**src/rtl/cond_pkg.sv**
```systemverilog
// ============================================================================
// Module      : cond_pkg
// Description : Shared types for the conditional issue unit. Holds the ARM
//               condition-code encoding, NZCV bit positions inside a 4-bit
//               flag word, and the deferred-flag tracker states.
// Revision    : 1.0 - initial release
// ============================================================================
`default_nettype none

package cond_pkg;

    // ARM condition field encodings, EQ = 4'b0000 through NV = 4'b1111.
    typedef enum logic [3:0] {
        COND_EQ = 4'd0,
        COND_NE = 4'd1,
        COND_CS = 4'd2,
        COND_CC = 4'd3,
        COND_MI = 4'd4,
        COND_PL = 4'd5,
        COND_VS = 4'd6,
        COND_VC = 4'd7,
        COND_HI = 4'd8,
        COND_LS = 4'd9,
        COND_GE = 4'd10,
        COND_LT = 4'd11,
        COND_GT = 4'd12,
        COND_LE = 4'd13,
        COND_AL = 4'd14,
        COND_NV = 4'd15
    } cond_t;

    // Bit positions inside a {N,Z,C,V} flag word.
    localparam int FLAG_N = 3;
    localparam int FLAG_Z = 2;
    localparam int FLAG_C = 1;
    localparam int FLAG_V = 0;

    // IDLE: flag register is complete.
    // PENDING: a multi-cycle unit still owes the groups in pend_mask.
    typedef enum logic [0:0] {
        IDLE    = 1'b0,
        PENDING = 1'b1
    } state_t;

endpackage

`default_nettype wire

```
**src/rtl/cond_issue_unit_if.sv**
```systemverilog
// ============================================================================
// Module      : cond_issue_unit_if
// Description : Bundle-level bus of the conditional issue unit.
//               master : issue/decode side (drives the bundle, sees results)
//               slave  : cond_issue_unit
//               Inputs : valid_e, cond_e, pcsrc_e, branch_e, regwrite_e,
//                        memwrite_e, nowrite_e, flagwrite_e, defer_e,
//                        alu_flags, late_valid, late_flags, flush
//               Outputs: pcsrc_out, regwrite_out, memwrite_out, condex_out,
//                        stall_out, flags
// Revision    : 1.0 - initial release
// ============================================================================
`default_nettype none

interface cond_issue_unit_if #(
    parameter int LANES   = 2,
    parameter int FGROUPS = 2
);
    logic [LANES-1:0]              valid_e;
    logic [LANES-1:0][3:0]         cond_e;
    logic [LANES-1:0]              pcsrc_e;
    logic [LANES-1:0]              branch_e;
    logic [LANES-1:0]              regwrite_e;
    logic [LANES-1:0]              memwrite_e;
    logic [LANES-1:0]              nowrite_e;
    logic [LANES-1:0][FGROUPS-1:0] flagwrite_e;
    logic [LANES-1:0]              defer_e;
    logic [LANES-1:0][3:0]         alu_flags;
    logic                          late_valid;
    logic [3:0]                    late_flags;
    logic                          flush;

    logic [LANES-1:0]              pcsrc_out;
    logic [LANES-1:0]              regwrite_out;
    logic [LANES-1:0]              memwrite_out;
    logic [LANES-1:0]              condex_out;
    logic                          stall_out;
    logic [3:0]                    flags;

    modport master (
        output valid_e, cond_e, pcsrc_e, branch_e, regwrite_e, memwrite_e,
               nowrite_e, flagwrite_e, defer_e, alu_flags, late_valid,
               late_flags, flush,
        input  pcsrc_out, regwrite_out, memwrite_out, condex_out, stall_out,
               flags
    );

    modport slave (
        input  valid_e, cond_e, pcsrc_e, branch_e, regwrite_e, memwrite_e,
               nowrite_e, flagwrite_e, defer_e, alu_flags, late_valid,
               late_flags, flush,
        output pcsrc_out, regwrite_out, memwrite_out, condex_out, stall_out,
               flags
    );

endinterface

`default_nettype wire

```
**src/rtl/cond_eval.sv**
```systemverilog
// ============================================================================
// Module      : cond_eval
// Description : Evaluates one ARM condition field against a {N,Z,C,V} word.
//               cond  : 4-bit condition field
//               flags : 4-bit {N,Z,C,V}
//               pass  : 1 when the instruction may execute (NV never passes)
// Revision    : 1.0 - initial release
// ============================================================================
`default_nettype none

module cond_eval
    import cond_pkg::*;
(
    input  logic [3:0] cond,
    input  logic [3:0] flags,
    output logic       pass
);

    logic w_n, w_z, w_c, w_v;

    assign w_n = flags[FLAG_N];
    assign w_z = flags[FLAG_Z];
    assign w_c = flags[FLAG_C];
    assign w_v = flags[FLAG_V];

    always_comb begin
        pass = 1'b0;
        case (cond_t'(cond))
            COND_EQ: pass = w_z;
            COND_NE: pass = ~w_z;
            COND_CS: pass = w_c;
            COND_CC: pass = ~w_c;
            COND_MI: pass = w_n;
            COND_PL: pass = ~w_n;
            COND_VS: pass = w_v;
            COND_VC: pass = ~w_v;
            COND_HI: pass = w_c & ~w_z;
            COND_LS: pass = ~w_c | w_z;
            COND_GE: pass = (w_n == w_v);
            COND_LT: pass = (w_n != w_v);
            COND_GT: pass = ~w_z & (w_n == w_v);
            COND_LE: pass = w_z | (w_n != w_v);
            COND_AL: pass = 1'b1;
            default: pass = 1'b0;
        endcase
    end

endmodule

`default_nettype wire

```
**src/rtl/cond_issue_unit.sv**
```systemverilog
// ============================================================================
// Module      : cond_issue_unit
// Description : Conditional-execution gate for a LANES-wide execute bundle.
//               Evaluates each lane against flags forwarded from older lanes
//               of the same bundle, squashes lanes younger than a taken
//               branch, owns the NZCV register and tracks one outstanding
//               multi-cycle flag result (stalling dependents until it lands).
//               clk   : rising-edge clock
//               reset : asynchronous active-low reset
//               bus   : cond_issue_unit_if.slave (bundle in, gated controls,
//                       stall_out and architectural flags out)
//               FGROUPS must divide 4. Group g owns flag bits
//               [g*(4/FGROUPS) +: 4/FGROUPS] (for 2 groups: g0=CV, g1=NZ).
// Revision    : 1.0 - initial release
// ============================================================================
`default_nettype none

module cond_issue_unit
    import cond_pkg::*;
#(
    parameter int LANES   = 2,
    parameter int FGROUPS = 2
) (
    input  logic            clk,
    input  logic            reset,
    cond_issue_unit_if.slave bus
);

    localparam int GW = 4 / FGROUPS;

    // Replace the flag bits belonging to the groups set in mask.
    function automatic logic [3:0] merge(input logic [3:0]         old_f,
                                         input logic [3:0]         new_f,
                                         input logic [FGROUPS-1:0] mask);
        logic [3:0] r;
        for (int b = 0; b < 4; b++) begin
            r[b] = mask[b / GW] ? new_f[b] : old_f[b];
        end
        return r;
    endfunction

    state_t             r_state, w_state_nxt;
    logic [3:0]         r_flags, w_flags_nxt;
    logic [FGROUPS-1:0] r_pend_mask, w_pend_mask_nxt;

    logic               w_late_hit;   // pending result returns this cycle
    logic               w_waiting;    // still pending after this cycle
    logic [3:0]         w_base;       // flags seen by lane 0
    logic               w_stall;
    logic [3:0]         w_fwd_last;
    logic [FGROUPS-1:0] w_defer_last;

    logic [LANES-1:0]   w_condex, w_pcsrc, w_regwrite, w_memwrite;

    assign w_late_hit = (r_state == PENDING) && bus.late_valid;
    assign w_waiting  = (r_state == PENDING) && !bus.late_valid;

    // The late result is bypassed so the bundle can issue in its arrival cycle.
    assign w_base = w_late_hit ? merge(r_flags, bus.late_flags, r_pend_mask)
                               : r_flags;

    // Only unconditional, non-flag-writing bundles may pass an open result.
    always_comb begin
        w_stall = 1'b0;
        for (int i = 0; i < LANES; i++) begin
            if (bus.valid_e[i] &&
                ((bus.cond_e[i] != COND_AL) || (|bus.flagwrite_e[i]))) begin
                w_stall = 1'b1;
            end
        end
        w_stall = w_stall & w_waiting;
    end

    // Per-lane chain: each stage hands forwarded flags, the branch squash and
    // the mask of groups deferred by older lanes to the next younger lane.
    for (genvar i = 0; i < LANES; i++) begin : g_lane
        logic [3:0]         f_in, f_out;
        logic               sq_in, sq_out;
        logic [FGROUPS-1:0] dm_in, dm_out;
        logic               pass, blocked, ex, redirect;

        if (i == 0) begin : g_head
            assign f_in  = w_base;
            assign sq_in = 1'b0;
            assign dm_in = '0;
        end else begin : g_chain
            assign f_in  = g_lane[i-1].f_out;
            assign sq_in = g_lane[i-1].sq_out;
            assign dm_in = g_lane[i-1].dm_out;
        end

        cond_eval u_eval (
            .cond  (bus.cond_e[i]),
            .flags (f_in),
            .pass  (pass)
        );

        // Behind a deferred flag write, a lane cannot know its condition nor
        // order its own flag write, so only plain AL lanes survive.
        assign blocked  = sq_in ||
                          ((|dm_in) && ((bus.cond_e[i] != COND_AL) ||
                                        (|bus.flagwrite_e[i])));
        assign ex       = bus.valid_e[i] & pass & ~blocked & ~bus.flush & ~w_stall;
        assign redirect = bus.pcsrc_e[i] | bus.branch_e[i];

        assign w_condex[i]   = ex;
        assign w_pcsrc[i]    = ex & redirect;
        assign w_regwrite[i] = ex & bus.regwrite_e[i] & ~bus.nowrite_e[i];
        assign w_memwrite[i] = ex & bus.memwrite_e[i];

        assign sq_out = sq_in | (ex & redirect);
        assign f_out  = (ex && !bus.defer_e[i])
                      ? merge(f_in, bus.alu_flags[i], bus.flagwrite_e[i]) : f_in;
        assign dm_out = dm_in | ((ex && bus.defer_e[i]) ? bus.flagwrite_e[i]
                                                        : {FGROUPS{1'b0}});
    end

    assign w_fwd_last   = g_lane[LANES-1].f_out;
    assign w_defer_last = g_lane[LANES-1].dm_out;

    assign bus.condex_out   = w_condex;
    assign bus.pcsrc_out    = w_pcsrc;
    assign bus.regwrite_out = w_regwrite;
    assign bus.memwrite_out = w_memwrite;
    assign bus.stall_out    = w_stall;
    assign bus.flags        = r_flags;

    always_comb begin
        w_state_nxt     = r_state;
        w_pend_mask_nxt = r_pend_mask;
        w_flags_nxt     = w_fwd_last;
        case (r_state)
            IDLE: begin
                if (|w_defer_last) begin
                    w_state_nxt     = PENDING;
                    w_pend_mask_nxt = w_defer_last;
                end
            end
            PENDING: begin
                if (bus.late_valid) begin
                    // The released bundle may itself start a new deferral.
                    if (|w_defer_last) begin
                        w_pend_mask_nxt = w_defer_last;
                    end else begin
                        w_state_nxt     = IDLE;
                        w_pend_mask_nxt = '0;
                    end
                end
            end
            default: begin
                w_state_nxt     = IDLE;
                w_pend_mask_nxt = '0;
            end
        endcase
    end

    always_ff @(posedge clk or negedge reset) begin
        if (!reset) begin
            r_state     <= IDLE;
            r_flags     <= 4'b0000;
            r_pend_mask <= '0;
        end else begin
            r_state     <= w_state_nxt;
            r_flags     <= w_flags_nxt;
            r_pend_mask <= w_pend_mask_nxt;
        end
    end

endmodule

`default_nettype wire

```
**src/flat_wrapper.sv**
```systemverilog
// flat-port wrapper written by rule: the top's interface ports become plain ports
module cond_issue_unit_flat import cond_pkg::*;
#(
    parameter int LANES   = 2,
    parameter int FGROUPS = 2
)
  (clk, reset, bus_valid_e, bus_cond_e, bus_pcsrc_e, bus_branch_e, bus_regwrite_e, bus_memwrite_e, bus_nowrite_e, bus_flagwrite_e, bus_defer_e, bus_alu_flags, bus_late_valid, bus_late_flags, bus_flush, bus_pcsrc_out, bus_regwrite_out, bus_memwrite_out, bus_condex_out, bus_stall_out, bus_flags);
  cond_issue_unit_if #(.LANES(LANES), .FGROUPS(FGROUPS)) bus_i ();
  input  logic clk;
  input  logic reset;
  input wire logic [$bits(bus_i.valid_e)-1:0] bus_valid_e;
  input wire logic [$bits(bus_i.cond_e)-1:0] bus_cond_e;
  input wire logic [$bits(bus_i.pcsrc_e)-1:0] bus_pcsrc_e;
  input wire logic [$bits(bus_i.branch_e)-1:0] bus_branch_e;
  input wire logic [$bits(bus_i.regwrite_e)-1:0] bus_regwrite_e;
  input wire logic [$bits(bus_i.memwrite_e)-1:0] bus_memwrite_e;
  input wire logic [$bits(bus_i.nowrite_e)-1:0] bus_nowrite_e;
  input wire logic [$bits(bus_i.flagwrite_e)-1:0] bus_flagwrite_e;
  input wire logic [$bits(bus_i.defer_e)-1:0] bus_defer_e;
  input wire logic [$bits(bus_i.alu_flags)-1:0] bus_alu_flags;
  input wire logic [$bits(bus_i.late_valid)-1:0] bus_late_valid;
  input wire logic [$bits(bus_i.late_flags)-1:0] bus_late_flags;
  input wire logic [$bits(bus_i.flush)-1:0] bus_flush;
  output wire logic [$bits(bus_i.pcsrc_out)-1:0] bus_pcsrc_out;
  output wire logic [$bits(bus_i.regwrite_out)-1:0] bus_regwrite_out;
  output wire logic [$bits(bus_i.memwrite_out)-1:0] bus_memwrite_out;
  output wire logic [$bits(bus_i.condex_out)-1:0] bus_condex_out;
  output wire logic [$bits(bus_i.stall_out)-1:0] bus_stall_out;
  output wire logic [$bits(bus_i.flags)-1:0] bus_flags;
  assign bus_i.valid_e = bus_valid_e;
  assign bus_i.cond_e = bus_cond_e;
  assign bus_i.pcsrc_e = bus_pcsrc_e;
  assign bus_i.branch_e = bus_branch_e;
  assign bus_i.regwrite_e = bus_regwrite_e;
  assign bus_i.memwrite_e = bus_memwrite_e;
  assign bus_i.nowrite_e = bus_nowrite_e;
  assign bus_i.flagwrite_e = bus_flagwrite_e;
  assign bus_i.defer_e = bus_defer_e;
  assign bus_i.alu_flags = bus_alu_flags;
  assign bus_i.late_valid = bus_late_valid;
  assign bus_i.late_flags = bus_late_flags;
  assign bus_i.flush = bus_flush;
  assign bus_pcsrc_out = bus_i.pcsrc_out;
  assign bus_regwrite_out = bus_i.regwrite_out;
  assign bus_memwrite_out = bus_i.memwrite_out;
  assign bus_condex_out = bus_i.condex_out;
  assign bus_stall_out = bus_i.stall_out;
  assign bus_flags = bus_i.flags;
  cond_issue_unit #(.LANES(LANES), .FGROUPS(FGROUPS)) u_core (.clk(clk), .reset(reset), .bus(bus_i));
endmodule
```
**config.mk**
```make
export PLATFORM = sky130hd
export DESIGN_NAME = cond_issue_unit_flat
export DESIGN_NICKNAME = d
export VERILOG_FILES = /design/src/rtl/cond_pkg.sv /design/src/rtl/cond_issue_unit_if.sv /design/src/rtl/cond_eval.sv /design/src/rtl/cond_issue_unit.sv /design/src/flat_wrapper.sv
export SDC_FILE = /design/constraint.sdc
export NUM_CORES = 1
export LEC_CHECK = 0
export ABC_AREA = 0
export CAP_MARGIN = 20
export CORE_UTILIZATION = 37
export DETAILED_ROUTE_END_ITERATION = 10
export PLACE_DENSITY = 0.75
export SLEW_MARGIN = 20
export SYNTH_ARGS = -nofsm -noshare
export SYNTH_HDL_FRONTEND = slang
export SYNTH_SLANG_ARGS = --single-unit
```
**constraint.sdc**
```tcl
create_clock -name clk -period 5.5 [get_ports clk]
set_input_delay 1.1 -clock clk [delete_from_list [all_inputs] [get_ports clk]]
set_output_delay 1.1 -clock clk [all_outputs]
set_load 0.05 [all_outputs]
```
==> metrics.csv <==
metric,value,unit
synth_area,0.00125,mm2
grt_max_degree,11,
worstHoldStart,u_core.r_pend_mask[0],
clk_latency,0.25,ns
initial_core_util,0.400,
synth_largest_area_cell,dfrtp_1,
setup_violations,0,
numCtsBuffers,3,
num_vias,1666,
finalWeightedCongestion,0.935,
coreArea,0.00313,mm2
cts_buffer_depth,2,
ioPinCount,55,
path_clk_slew,0.06,ns
die_area,0.00361,mm2
crit_top_cell,buf_4,
drtIter0Drc,110,
clockRootBuffer,clkbuf_4,
die_y,60.1,um
final_net_count,289,
syn_nets,196,
die_w,60.1,um
slew_headroom,0.654,
status,"complete, no violations",
end_kind,primary output,
holdPathStages,2,
dp_hpwl,3540,um
cts-htree-levels,1,
synth_top_area_share,0.140,
first_pass_iters,4,
drcViolationCount,0,
ys_warn_count,0,
avgSynthCellArea,8.12,um2
cpMaxStageDelayCell,or3_4,
finalSetupTns,0,ns
placed_cells,277,
max_freq,185,MHz
cellPowerDensity,318,mW/mm2
worst_slew_pin_slew,0.517,ns
ys_seq_area_frac,0.140,
cts_tree,yes,
grt_pass1_wl,7200,um
synth.most_common_cell,nor2_1,
hold_viol_final,0,
wl_met3,277,um
finalPower,0.753,mW
vdd_ir_drop_max,0.176,mV
grt-ovfl-total,0,
finalCriticalPeriod,5.42,ns
wire_per_inst,16.8,um
cpPeakStageDelay,0.43,ns
final_max_slew_viol_count,0,
critical_path.cell_chain,buf_4 -> buf_4 -> and4_4 -> a21o_1 -> buf_4 -> nand3b_1 -> a211oi_2 -> or3_4 -> o21ai_2 -> mux2_4 -> or4_4 -> a211o_1 -> a31oi_4 -> and3b_2 -> buf_12,
grt_antenna_before_repair,0,
max_cap_violations,0,
hold_class,flop to flop,
crit_fanout,4,
crit_required,4.40,ns
syn_inst,154,
async_flop_share,1.00,
synth-edff-count,0,
timing.rr.start,u_core.r_state,
utilization,0.758,
netlist-cell-type-count,61,
hold-path-endpoint,u_core.r_pend_mask[0],
fin_worst_skew,0.00648,ns
critPathLaunchType,input pin,
diodes,0,
cts.sinks,7,
grt_usage,0.259,
netlist_top_cells_count,"9 x nor2_1, 7 x dfrtp_1, 7 x inv_1, 7 x mux2_2, 7 x nand2_1",
worst-setup-path-type,input pin to primary output,
instances_no_fill,290,
drt-met1-wl,2050,um
grt_pass1_vias,1615,
cp.arrival,4.32,ns
drt-total-wl,4860,um
hold_slack,0.687,ns
wl_met2,2450,um
synth_flop_cell,dfrtp_1,
fillers,221,
drive_gt1_frac,0.407,
vias_per_cell,5.74,
final_cell_area,0.00237,mm2
final.setup.worst_slack,0.0815,ns
p_leak,1.04,nW
rows,20,
synth.area.top_cells,"dfrtp_1 14%, mux2_2 6.3%, mux2i_1 3.2%",
dp_slack,-0.443,ns
period_share,0.985,
syn2layout_area_growth,89.6,%
r2r_slack,1.52,ns
io_buffer_count,54,
ys_ff_latch,7,
top_layer,met4,
reg2reg_depth,15,
r2r_end,u_core.bus.flags[2],
dpl_cell_area,0.00208,mm2
ant_nets,0,
[state kept, by name, summed over array words and instances, names as in the netlist]
| name | cells |
|---|---|
| u_core.r_pend_mask | 2 |
| u_core.bus.flags | 4 |
| u_core.r_state | 1 |
[critical path, delay by kind of cell]
family / cells / cell delay [ns]
and+or+nand+nor: 5 / 1.34
buffers and inverters: 4 / 0.55
AOI/OAI and AO/OA: 5 / 1.00
muxes: 1 / 0.32
[cells by family (layout without fill, tap and decap cells)]
logic type	count (synthesis)	in the layout	share of synthesized area
simple gates	62	62	0.307
compound gates	48	48	0.292
buf+inv	19	111	0.0811
mux	15	15	0.158
flops	7	7	0.140
xor+xnor	3	3	0.0210
[routing by layer]
layer	global-route usage	vias to the layer above
met2	0.418	73
met1	0.356	791
met3	0.0346	10
met5	0	-
li1	-	792
met4	0.0731	0
[layout by cell type (no fill, tap or decap), types with 4 or more instances in the layout]
cell             Yosys  final
a21oi_1              6      5
and2_1               4      4
buf_12               0      4
buf_4                4     48
clkdlybuf4s50_1      0     31
dfrtp_1              7      7
dlygate4sd2_1        0      4
dlymetal6s2s_1       0      7
inv_1                7      7
mux2_2               7      6
mux2i_1              4      4
nand2_1              7      6
nand3b_1             4      4
nand4_1              5      5
nor2_1               9      9
nor3_1               6      4
o211ai_1             4      4
[worst max-delay path by stage]
| stage | from | endpoint | slack [ns] |
|---|---|---|---|
| 2_1_floorplan | bus_cond_e[2] | bus_memwrite_out[1] | 0.01 |
| 3_3_place_gp | bus_cond_e[2] | bus_regwrite_out[1] | -0.37 |
| 3_5_place_dp | bus_cond_e[2] | bus_regwrite_out[1] | -0.44 |
| 4_1_cts | bus_cond_e[6] | bus_regwrite_out[1] | 0.02 |
| 5_1_grt | bus_cond_e[2] | bus_regwrite_out[1] | -0.04 |
| 6_report | bus_late_valid | bus_regwrite_out[1] | 0.08 |
[where the power goes]
group | internal [mW] | switching (mW) | total [mW]
registers | 0.0742 | 0.0253 | 0.0996
clock network | 0.0277 | 0.0194 | 0.0471
logic | 0.302 | 0.305 | 0.606
total | 0.404 | 0.349 | 0.753
[what timing repair did]
item	CTS	global route
gates resized for setup	24	34
hold buffers	0	0
setup buffers	5	5
pin swaps	15	19
setup endpoints to repair	4	4
[area by class of cell]
cell class | count | area (um2) | area share
sequential | 7 | 175 | 0.0739
multi-input combinational | 128 | 1150 | 0.485
tap | 44 | 55.1 | 0.0232
inverter | 7 | 26.3 | 0.0111
clock buffer | 4 | 26.3 | 0.0111
timing repair buffer | 100 | 938 | 0.396
Power figures use the tool's default switching activity.
